[src/rtl/deskew_lane_buffer.sv]
// Per-lane deskew stage: lane skew counter plus a delay line that holds this lane's
// 66b blocks back by (common_count - lane_count) valid beats once the delay is locked.
module deskew_lane_buffer #(
  parameter int NB_DATA  = 66,
  parameter int MAX_SKEW = 16,
  parameter int NB_COUNT = $clog2(MAX_SKEW) + 1
) (
  input  logic                i_clock,
  input  logic                i_reset,
  input  logic                i_enable,
  input  logic                i_resync,
  input  logic                i_valid,
  input  logic [NB_DATA-1:0]  i_data,
  input  logic                i_enable_counter,
  input  logic                i_stop_counter,
  input  logic                i_set_fifo_delay,
  input  logic [NB_COUNT-1:0] i_common_counter,
  output logic                o_valid,
  output logic [NB_DATA-1:0]  o_data,
  output logic [NB_COUNT-1:0] o_lane_counter,
  output logic [NB_COUNT-1:0] o_delay,
  output logic                o_delay_valid,
  output logic [1:0]          o_dbg_state
);

  localparam int NB_PTR = $clog2(MAX_SKEW);
  localparam logic [NB_COUNT-1:0] SKEW_MAX  = NB_COUNT'(MAX_SKEW);
  localparam logic [NB_COUNT-1:0] DELAY_MAX = NB_COUNT'(MAX_SKEW - 1);
  localparam logic [NB_COUNT:0]   DEPTH_W   = (NB_COUNT + 1)'(MAX_SKEW);
  localparam logic [NB_PTR-1:0]   PTR_LAST  = NB_PTR'(MAX_SKEW - 1);

  typedef enum logic [1:0] {ST_IDLE, ST_COUNT, ST_HOLD, ST_LOCKED} state_t;

  state_t              state_q, state_d;
  logic [NB_COUNT-1:0] counter_q, counter_d;
  logic [NB_COUNT-1:0] delay_q, delay_d;
  logic                delay_valid_q, delay_valid_d;
  logic [NB_PTR-1:0]   wr_ptr_q, wr_ptr_d;
  logic                valid_q, valid_d;
  logic [NB_DATA-1:0]  data_q, data_d;
  logic [NB_DATA-1:0]  mem_q [MAX_SKEW];

  logic                clr;
  logic                wr_en;
  logic [NB_COUNT-1:0] lock_diff;
  logic [NB_COUNT-1:0] lock_delay;
  logic [NB_COUNT:0]   rd_sum;
  logic [NB_COUNT:0]   rd_wrap;
  logic [NB_PTR-1:0]   rd_ptr;

  assign clr = i_reset | i_resync;

  // Delay to latch if a lock happens this cycle; the lane never waits on itself.
  always_comb begin
    lock_diff = '0;
    if (i_common_counter >= counter_q) lock_diff = i_common_counter - counter_q;
    lock_delay = (lock_diff > DELAY_MAX) ? DELAY_MAX : lock_diff;
  end

  always_comb begin
    state_d       = state_q;
    counter_d     = counter_q;
    delay_d       = delay_q;
    delay_valid_d = delay_valid_q;
    if (i_enable) begin
      case (state_q)
        ST_IDLE: begin
          counter_d = '0;
          // The enabling cycle is already the first skew beat.
          if (i_enable_counter) begin
            state_d = ST_COUNT;
            if (!i_stop_counter) counter_d = NB_COUNT'(1);
          end
        end
        ST_COUNT: begin
          if (i_set_fifo_delay) begin
            state_d       = ST_LOCKED;
            delay_d       = lock_delay;
            delay_valid_d = 1'b1;
          end else if (i_stop_counter) begin
            state_d = ST_HOLD;
          end else if (!i_enable_counter) begin
            state_d   = ST_IDLE;
            counter_d = '0;
          end else if (counter_q != SKEW_MAX) begin
            counter_d = counter_q + NB_COUNT'(1);
          end
        end
        ST_HOLD: begin
          if (i_set_fifo_delay) begin
            state_d       = ST_LOCKED;
            delay_d       = lock_delay;
            delay_valid_d = 1'b1;
          end else if (!i_enable_counter) begin
            state_d   = ST_IDLE;
            counter_d = '0;
          end
        end
        ST_LOCKED: state_d = ST_LOCKED;
        default:   state_d = ST_IDLE;
      endcase
    end
  end

  // Read slot sits delay_q entries behind the slot being written this beat.
  always_comb begin
    rd_sum  = {{(NB_COUNT + 1 - NB_PTR){1'b0}}, wr_ptr_q} + DEPTH_W - {1'b0, delay_q};
    rd_wrap = (rd_sum >= DEPTH_W) ? (rd_sum - DEPTH_W) : rd_sum;
    rd_ptr  = NB_PTR'(rd_wrap);
  end

  always_comb begin
    wr_en    = i_valid & ~clr;
    valid_d  = i_valid;
    wr_ptr_d = wr_ptr_q;
    data_d   = data_q;
    if (i_valid) begin
      wr_ptr_d = (wr_ptr_q == PTR_LAST) ? '0 : wr_ptr_q + NB_PTR'(1);
      data_d   = (delay_q == '0) ? i_data : mem_q[rd_ptr];
    end
  end

  always_ff @(posedge i_clock) begin
    if (clr) begin
      state_q       <= ST_IDLE;
      counter_q     <= '0;
      delay_q       <= '0;
      delay_valid_q <= 1'b0;
      wr_ptr_q      <= '0;
      valid_q       <= 1'b0;
      data_q        <= '0;
    end else begin
      state_q       <= state_d;
      counter_q     <= counter_d;
      delay_q       <= delay_d;
      delay_valid_q <= delay_valid_d;
      wr_ptr_q      <= wr_ptr_d;
      valid_q       <= valid_d;
      data_q        <= data_d;
    end
  end

  always_ff @(posedge i_clock) begin
    if (wr_en) mem_q[wr_ptr_q] <= i_data;
  end

  assign o_valid        = valid_q;
  assign o_data         = data_q;
  assign o_lane_counter = counter_q;
  assign o_delay        = delay_q;
  assign o_delay_valid  = delay_valid_q;
  assign o_dbg_state    = state_q;

endmodule

[config.mk]
export PLATFORM = sky130hd
export DESIGN_NAME = deskew_lane_buffer
export DESIGN_NICKNAME = d
export VERILOG_FILES = /design/src/rtl/deskew_lane_buffer.sv
export SDC_FILE = /design/constraint.sdc
export NUM_CORES = 1
export LEC_CHECK = 0
export ABC_AREA = 0
export ABC_CLOCK_PERIOD_IN_PS = 19600
export CAP_MARGIN = 20
export CELL_PAD_IN_SITES_DETAIL_PLACEMENT = 1
export CELL_PAD_IN_SITES_GLOBAL_PLACEMENT = 1
export CORE_MARGIN = 2
export CORE_UTILIZATION = 57
export CTS_BUF_LIST = sky130_fd_sc_hd__clkbuf_16
export CTS_CLUSTER_DIAMETER = 40
export DETAILED_ROUTE_END_ITERATION = 10
export PLACE_DENSITY_LB_ADDON = 0.1
export SLEW_MARGIN = 5
export SYNTH_ARGS = -nofsm -noshare
export SYNTH_HDL_FRONTEND = slang
export SYNTH_SLANG_ARGS = --single-unit
[constraint.sdc]
create_clock -name i_clock -period 19.6 [get_ports i_clock]
set_input_delay 3.92 -clock i_clock [delete_from_list [all_inputs] [get_ports i_clock]]
set_output_delay 3.92 -clock i_clock [all_outputs]
set_load 0.01 [all_outputs]
# Yosys cells after proc, flatten, opt, wreduce, memory -nomap -nowiden
# Memories as Yosys holds them, arrays and structs flattened.
# Cells that the tools add are included.
[op_classes]
n_reduce_logical = 7
addsub = 6
bitwise = 3
order_cmp = 3
n_eq_ne = 11
mux = 22
[ops]
columns = ["cell", "count"]
rows = [
  ["66-bit two-way mux", 1],
  ["5-bit two-way mux", 8],
  ["5-bit one-hot mux with 3 select lines", 1],
  ["2-bit two-way mux", 5],
  ["2-bit != test, second input constant", 5],
  ["4-bit two-way mux", 2],
  ["2-bit one-hot mux with 4 select lines", 1],
  ["7-bit AND reduction", 1],
  ["4-bit by 5-bit adder with 6-bit output, second input constant", 1],
  ["6-bit by 5-bit greater-or-equal comparator with 1-bit output, second input constant", 1],
  ["6-bit by 5-bit subtractor with 6-bit output", 1],
  ["5-bit by 1-bit adder with 5-bit output, second input constant", 1],
  ["5-bit greater-or-equal comparator", 1],
  ["5-bit by 4-bit greater-than comparator with 1-bit output, second input constant", 1],
  ["5-bit zero test", 1],
  ["5-bit != test, second input constant", 1],
  ["5-bit subtractor", 1],
  ["4-bit by 1-bit adder with 4-bit output, second input constant", 1],
  ["2-bit equality test, second input constant", 2],
  ["4-bit equality test, second input constant", 1],
  ["1-bit two-way mux", 4],
  ["4-bit by 1-bit subtractor with 4-bit output, second input constant", 1],
  ["3-bit != test, second input constant", 1],
  ["3-bit AND reduction", 1],
  ["other kinds (8)", 8],
]
[word_totals]
ram_bits = 1056
register_bits = 84
input_bits = 79
mem_count = 1
[mem_list]
columns = ["memory", "words", "word_bits", "rd", "rd_ports_with_merged_regs", "wr", "line_no", "text"]
rows = [
  ["mem_q", 16, 66, 1, 0, 1, "41", "logic [NB_DATA-1:0] mem_q [MAX_SKEW];"],
]

# Longest topological paths before layout
# Gate-level depths: netlist (run 1).
[logic_depth]
word_depth = 6
mapped_depth = 10
ltp_nobuf = 10

# Worst setup path before layout (run 1)
# No wires, ideal clock.
[synth_path]
path_type = "input port to flip-flop"
from = "in i_resync"
to = "mem mem_q[4][0] (enable)"
path_buffers = 1
path_slack_ps = 9316
required_time_ps = 19016
arrival_time_ps = 9700
stages = 6
setup_ps = 584
cell_sequence = "nor2_1 > nand2_1 > inv_1 > buf_2 > nand2_1 > nor3b_1"
[synth_between]
elab_chain_cells = 5
[synth_rtl]
columns = ["item", "line_no", "text"]
rows = [
  ["from (decl)", "11", "input logic i_resync,"],
  ["1-bit OR", "51", "assign clr = i_reset | i_resync;"],
  ["1-bit NOT", "113", "wr_en = i_valid & ~clr;"],
  ["1-bit AND", "113", ""],
  ["1-bit two-way mux", "144", "if (wr_en) mem_q[wr_ptr_q] <= i_data;"],
  ["1-bit two-way mux (implied by the code)", "144", ""],
  ["to (decl)", "41", ""],
]
# Every way passes these cells.

# Final worst setup path (run 1)
[layout_path]
from = "in i_resync"
to = "mem mem_q[8][54] (enable)"
# Same word-level chain as after synthesis.

==> impl_metrics.py, run 1 <==
metrics = {
    "sta": {
        "rsz0062_at_grt": "no",
        "tns_ns": 0,
        "worst_slew_pin_slew_ns": 1.07,
        "drv_slew": 0,
        "fin_crit_ns": 8.00,
        "setup-violations-final": 0,
        "hold_violations": 0,
        "slew_headroom_pct": 28.3,
        "min_period_over_period_pct": 40.8,
        "setup_ws_ns": 11.60,
        "fin_skew_ns": 0.0215,
        "max_freq_mhz": 125,
    },
    "run": {
        "max_cap_violations": 0,
    },
    "final_layout": {
        "multi_input_area_um2": 9890,
        "design_area_um2": 51300,
        "layout-drive-gt1-share_pct": 21.2,
        "stdcell_count": 3632,
        "seq_area_um2": 33400,
        "fill_cells": 6177,
        "area_growth_pct": 17.0,
        "nNetsFinal": 2589,
    },
    "routing": {
        "wirelength_um": 110000,
        "drtAntennaViolNets": 0,
        "drtIter0Drc": 2551,
        "vias": 23286,
        "vias_per_cell": 6.41,
        "detail_route.wl_per_cell_um": 30.4,
        "drtPass1Iterations": 5,
        "drc": 0,
    },
    "pwr": {
        "max-vdd-ir-drop_v": 0.000112,
        "power_leakage_nw": 16.8,
        "switchingPower_mw": 1.12,
        "powerDensity_nw_per_um2": 107,
        "clkPwrFrac_pct": 47.6,
        "internal_power_mw": 4.34,
        "comb_power_share_pct": 3.5,
        "pwr-share-seq_pct": 48.9,
        "finalPower_mw": 5.47,
        "p_sw_share_pct": 20.5,
    },
    "placement": {
        "placed_area_um2": 46500,
        "hpwl_um": 56200,
        "port_buffers": 158,
        "dp_cells": 3378,
        "post-place-ws_ns": 10.99,
        "gp_congestion": 0.755,
    },
    "clocking": {
        "clockRootBuffer": "clkbuf_16",
        "cts_setup_buffers": 0,
        "ctsLongestPathBuffers": 3,
        "cts_resized": 0,
        "cts.sinks": 1140,
        "clk_transition_reported_paths_ns": 0.06,
        "ctsHoldBuffers": 0,
        "cts_tree": "built",
        "clock_latency_ns": 0.71,
        "htree_levels": 4,
        "cts_buffers": 139,
    },
    "die": {
        "die_h_um": 281,
        "dieArea_um2": 79200,
        "start_util_pct": 57.6,
        "fp-row-count": 101,
        "num_io_pins": 159,
        "coreArea_um2": 76100,
        "die_width_um": 281,
    },
    "setup_path": {
        "cpPeakStageDelay_ns": 0.89,
        "crit_type": "in2reg",
        "required_ns": 19.92,
        "worstPathArrival_ns": 8.32,
        "cp-end-kind": "flop",
        "path_cells": "clkdlybuf4s50_1 -> nor2_4 -> buf_4 -> nand2_1 -> inv_1 -> nand2_1 -> nor2_4 -> buf_4",
        "startpoint_type": "input pin",
        "critPathMaxFanout": 54,
        "slowest_stage": "nor2_4",
    },
    "grt": {
        "grt_pass1_vias": 25449,
        "grt_first_pass_wirelength_um": 166000,
        "antenna_found_initial": 6,
        "track_usage_pct": 28.7,
        "grt-ovfl-total": 0,
        "grt_max_degree": 110,
    },
    "synthesis": {
        "synth_ff_type": "edfxtp_1",
        "netlist.area_leader.share_pct": 72.3,
        "synth_nets": 2380,
        "ys_warn_count": 0,
        "ys_seq_area_share_pct": 76.2,
        "yosysMostFrequentCell": "edfxtp_1",
        "synth_edf_count": 1056,
        "syn_inst": 2281,
        "synth_seq_cells": 1140,
        "synth_area_um2": 43800,
        "yosys.cell_types.count": 45,
        "avgSynthCellArea_um2": 19.2,
        "synth_top_area_cell": "edfxtp_1",
        "synth_area_leaders": "edfxtp_1 72%, mux4_2 14%, dfxtp_1 3.8%, nand2_1 2.4%, a21oi_1 1.8%",
        "synth_commonest_cells": "1056 x edfxtp_1, 277 x nand2_1, 264 x mux4_2, 161 x a21oi_1, 84 x dfxtp_1",
        "async_flop_share_pct": 0,
    },
    "min_path": {
        "hold_path.class": "reg2reg",
    },
    "status": {
        "status": "completed",
    },
}
## cell usage in the layout, fill, tap and decap left out, types with 38 or more instances in the layout
master,count
dfxtp_1,84
nand2_1,277
a211oi_1,50
buf_4,41
a21oi_1,161
o21ai_0,76
clkdlybuf4s50_1,157
inv_1,38
mux4_2,264
edfxtp_1,1056
clkbuf_16,145
## critical path, delay by kind of cell
kind                   cells  cell delay (ns)
buffers and inverters      4             2.51
AND/OR/NAND/NOR            4             1.82
## power groups by stage
stage / registers [mW] / logic (mW) / clock network, mW
2_1_floorplan: 2.73 / 0.0977 / 0
3_3_place_gp: 2.72 / 0.180 / 0
3_5_place_dp: 2.73 / 0.188 / 0
4_1_cts: 2.67 / 0.191 / 2.63
5_1_grt: 2.67 / 0.206 / 2.72
6_report: 2.67 / 0.190 / 2.60
## worst paths after layout
kind | end | slack (ns) | depth (start not counted) | startpoint
max | mem_q[8][54]$_DFFE_PP_ | 11.60 | 8 | i_resync
min | o_lane_counter[4]$_SDFFE_PP0P_ | 0.51 | 2 | o_lane_counter[4]$_SDFFE_PP0P_
max reg2reg | o_data[37]$_SDFFE_PP0P_ | 14.13 | 10 | wr_ptr_q[0]$_SDFFE_PP0P_
min reg2reg | o_lane_counter[4]$_SDFFE_PP0P_ | 0.51 | 2 | o_lane_counter[4]$_SDFFE_PP0P_
## cell families after synthesis
logic type	count (synthesis)	share of synthesized area (%)
AO/OA/AOI/OAI	340	4.51
XOR/XNOR	8	0.160
adder cells (fa/ha/maj)	20	0.605
buffers and inverters	150	1.63
flip-flops	1140	76.2
multiplexers	266	13.6
AND/OR/NAND/NOR	357	3.33
## final cells by class
cell class	instances	share of cell area, %
Antenna cell	1	0.00488
Clock buffer	145	7.08
Clock inverter	107	2.11
Inverter	18	0.132
Multi-Input combinational cell	991	19.3
Sequential cell	1140	65.1
Tap cell	1030	2.51
Timing Repair Buffer	200	3.76
## stage by stage
| step | hold WS, ns | utilization (%) |
|---|---|---|
| finish | 0.508 | 67.4 |
| global route | 0.527 | 67.4 |
| CTS | 0.500 | 67.4 |
| detailed placement | 0.492 | 61.2 |
| global placement | 0.475 | 61.2 |
| floorplan | 0.488 | - |
## state kept, by name, summed over array words and instances (netlist names)
name / flops
mem_q: 1056
o_data: 66
o_delay: 5
o_lane_counter: 5
wr_ptr_q: 4
o_dbg_state: 2
o_delay_valid: 1
o_valid: 1
## metal layers
metal	part of all wire (%)	wire length [um]	global-route usage, %
met1	40	44200	39.5
met2	51	55800	47.6
met4	2.3	2580	9.19
met3	6.9	7640	5.04
met5	0.037	41	0
Note: power is estimated with default switching activity, not from simulation.
==> run 2: changes to the inputs <==
--- a/config.mk
+++ b/config.mk
@@ -6,12 +6,12 @@
 export NUM_CORES = 1
 export LEC_CHECK = 0
 export ABC_AREA = 0
-export ABC_CLOCK_PERIOD_IN_PS = 19600
+export ABC_CLOCK_PERIOD_IN_PS = 6800
 export CAP_MARGIN = 20
 export CELL_PAD_IN_SITES_DETAIL_PLACEMENT = 1
 export CELL_PAD_IN_SITES_GLOBAL_PLACEMENT = 1
 export CORE_MARGIN = 2
-export CORE_UTILIZATION = 57
+export CORE_UTILIZATION = 48
 export CTS_BUF_LIST = sky130_fd_sc_hd__clkbuf_16
 export CTS_CLUSTER_DIAMETER = 40
 export DETAILED_ROUTE_END_ITERATION = 10
==> constraint.sdc (replaced) <==
create_clock -name i_clock -period 6.8 [get_ports i_clock]
set_input_delay 1.36 -clock i_clock [delete_from_list [all_inputs] [get_ports i_clock]]
set_output_delay 1.36 -clock i_clock [all_outputs]
set_load 0.01 [all_outputs]
==> run 2 against run 1 <==
  * First-iteration DRC count is 20% lower
  * Critical path depth decreased by 2
  * Die area is 18% higher
  * Non-clock buffer count grew 6
  * Utilization fell by 9.9 points
  * Wire length fell by 0.97%
  * Critical path type unchanged
  * Critical endpoint is now mem_q[7][7]$_DFFE_PP_
  * Largest power group is now the clock network
  * Highest routed layer unchanged
==> impl_metrics.py, run 2 (synthesized netlist as in run 1, its figures left out) <==
metrics = {
    "sta": {
        "setup_ws_ns": 2.49,
        "max_freq_mhz": 232,
        "rsz0062_at_grt": "no",
        "fin_crit_ns": 4.31,
        "drv_slew": 0,
        "min_period_over_period_pct": 63.4,
        "whs_ns": 0.496,
        "worst_slew_pin_slew_ns": 1.11,
        "setup-violations-final": 0,
        "hold_violations": 0,
        "fin_skew_ns": 0.0236,
        "slew_headroom_pct": 26.2,
    },
    "routing": {
        "wirelength_um": 109000,
        "drtIter0Drc": 2037,
        "vias_per_cell": 6.00,
        "drtAntennaViolNets": 0,
        "drtPass1Iterations": 5,
        "vias": 22819,
        "drc": 0,
        "detail_route.wl_per_cell_um": 28.7,
    },
    "setup_path": {
        "required_ns": 7.18,
        "startpoint_type": "input pin",
        "critPathMaxFanout": 53,
        "cp-end-kind": "flop",
        "path_cells": "clkdlybuf4s50_1 -> nor2_4 -> buf_4 -> nand4b_1 -> nor2_4 -> buf_4",
        "worstPathArrival_ns": 4.69,
        "cpPeakStageDelay_ns": 0.95,
        "slowest_stage": "nor2_4",
        "crit_type": "in2reg",
    },
    "pwr": {
        "max-vdd-ir-drop_v": 0.000259,
        "powerDensity_nw_per_um2": 310,
        "power_leakage_nw": 17.0,
    },
    "die": {
        "fp-row-count": 110,
        "num_io_pins": 159,
        "die_width_um": 306,
        "dieArea_um2": 93800,
        "coreArea_um2": 90300,
        "die_h_um": 306,
        "start_util_pct": 48.6,
    },
    "clocking": {
        "ctsHoldBuffers": 0,
        "cts_setup_buffers": 0,
        "cts_resized": 0,
        "cts_buffers": 149,
        "cts_tree": "built",
        "clk_transition_reported_paths_ns": 0.06,
        "clock_latency_ns": 0.75,
        "ctsLongestPathBuffers": 3,
        "htree_levels": 4,
        "cts.sinks": 1140,
        "clockRootBuffer": "clkbuf_16",
    },
    "placement": {
        "post-place-ws_ns": 1.71,
        "hpwl_um": 58500,
        "port_buffers": 158,
        "gp_congestion": 0.756,
    },
    "final_layout": {
        "final_common_cell": "edfxtp_1",
        "nNetsFinal": 2605,
        "diodes": 0,
        "area_growth_pct": 18.5,
        "fill_cells": 7841,
        "largest_reg_flops": 1056,
        "largest-register": "mem_q",
        "final_cell_mix": "1056 x edfxtp_1, 277 x nand2_1, 264 x mux4_2",
        "layout-drive-gt1-share_pct": 22.1,
    },
    "grt": {
        "grt_max_degree": 80,
        "grt-ovfl-total": 0,
        "grt_first_pass_wirelength_um": 165000,
        "track_usage_pct": 24.0,
        "grt_pass1_vias": 24766,
        "antenna_found_initial": 4,
    },
    "status": {
        "status": "completed",
    },
    "run": {
        "max_cap_violations": 0,
    },
    "min_path": {
        "hold_path.class": "reg2reg",
    },
}
run 2: routing by layer:
| metal | global-route usage (%) | part of all wire, % | up-vias | routed length, um |
|---|---|---|---|---|
| li1 | - | - | 9697 | - |
| met1 | 33.3 | 43 | 12340 | 47000 |
| met2 | 39.8 | 50 | 618 | 54900 |
| met3 | 3.91 | 4.8 | 162 | 5230 |
| met4 | 6.46 | 1.8 | 2 | 2020 |
| met5 | 0 | 0.012 | - | 13 |
run 2: power by group:
group / internal, mW / leakage, nW / switching, mW / total, mW
sequential: 7.69 / 10.2 / 0.0172 / 7.71
clock: 4.85 / 2.51 / 3.01 / 7.86
combinational: 0.230 / 4.35 / 0.318 / 0.548
run 2: metrics by stage:
| step | utilization [%] | instance area [um2] | TNS, ns | cells | total power, mW |
|---|---|---|---|---|---|
| final | 57.5 | 51900 | 0 | 3804 | 16.1 |
| after detailed placement | 51.9 | 46900 | 0 | 3529 | 8.41 |
| after floorplan | - | 43900 | -69.47 | 2281 | 8.14 |
| after global routing | 57.5 | 51900 | 0 | 3804 | 16.6 |
| after global placement | 51.9 | 46900 | 0 | 3529 | 8.39 |
| after CTS | 57.5 | 51900 | 0 | 3802 | 16.3 |
run 2: final cells by class:
type                       count  area (um2)  share of cell area, %
tap                         1176        1470                   2.83
inverter                      18        67.6                  0.130
sequential                  1140       33400                   64.3
clock buffer                 157        3930                   7.56
clock inverter               116        1100                   2.13
multi-input combinational    991        9900                   19.1
timing repair buffer         206        2080                   4.00
run 2: final timing paths:
check                      startpoint                 endpoint  slack (ns)  depth (start not counted)
max                          i_resync    mem_q[7][7]$_DFFE_PP_        2.49                          6
min           o_data[42]$_SDFFE_PP0P_  o_data[42]$_SDFFE_PP0P_        0.50                          1
max reg2reg  wr_ptr_q[0]$_SDFFE_PP0P_  o_data[25]$_SDFFE_PP0P_        2.93                          9
min reg2reg   o_data[42]$_SDFFE_PP0P_  o_data[42]$_SDFFE_PP0P_        0.50                          1
run 2: worst max-delay path: cells and delay by family:
family        cells  cell delay (ns)
buf+inv           3             1.67
simple gates      3             1.63
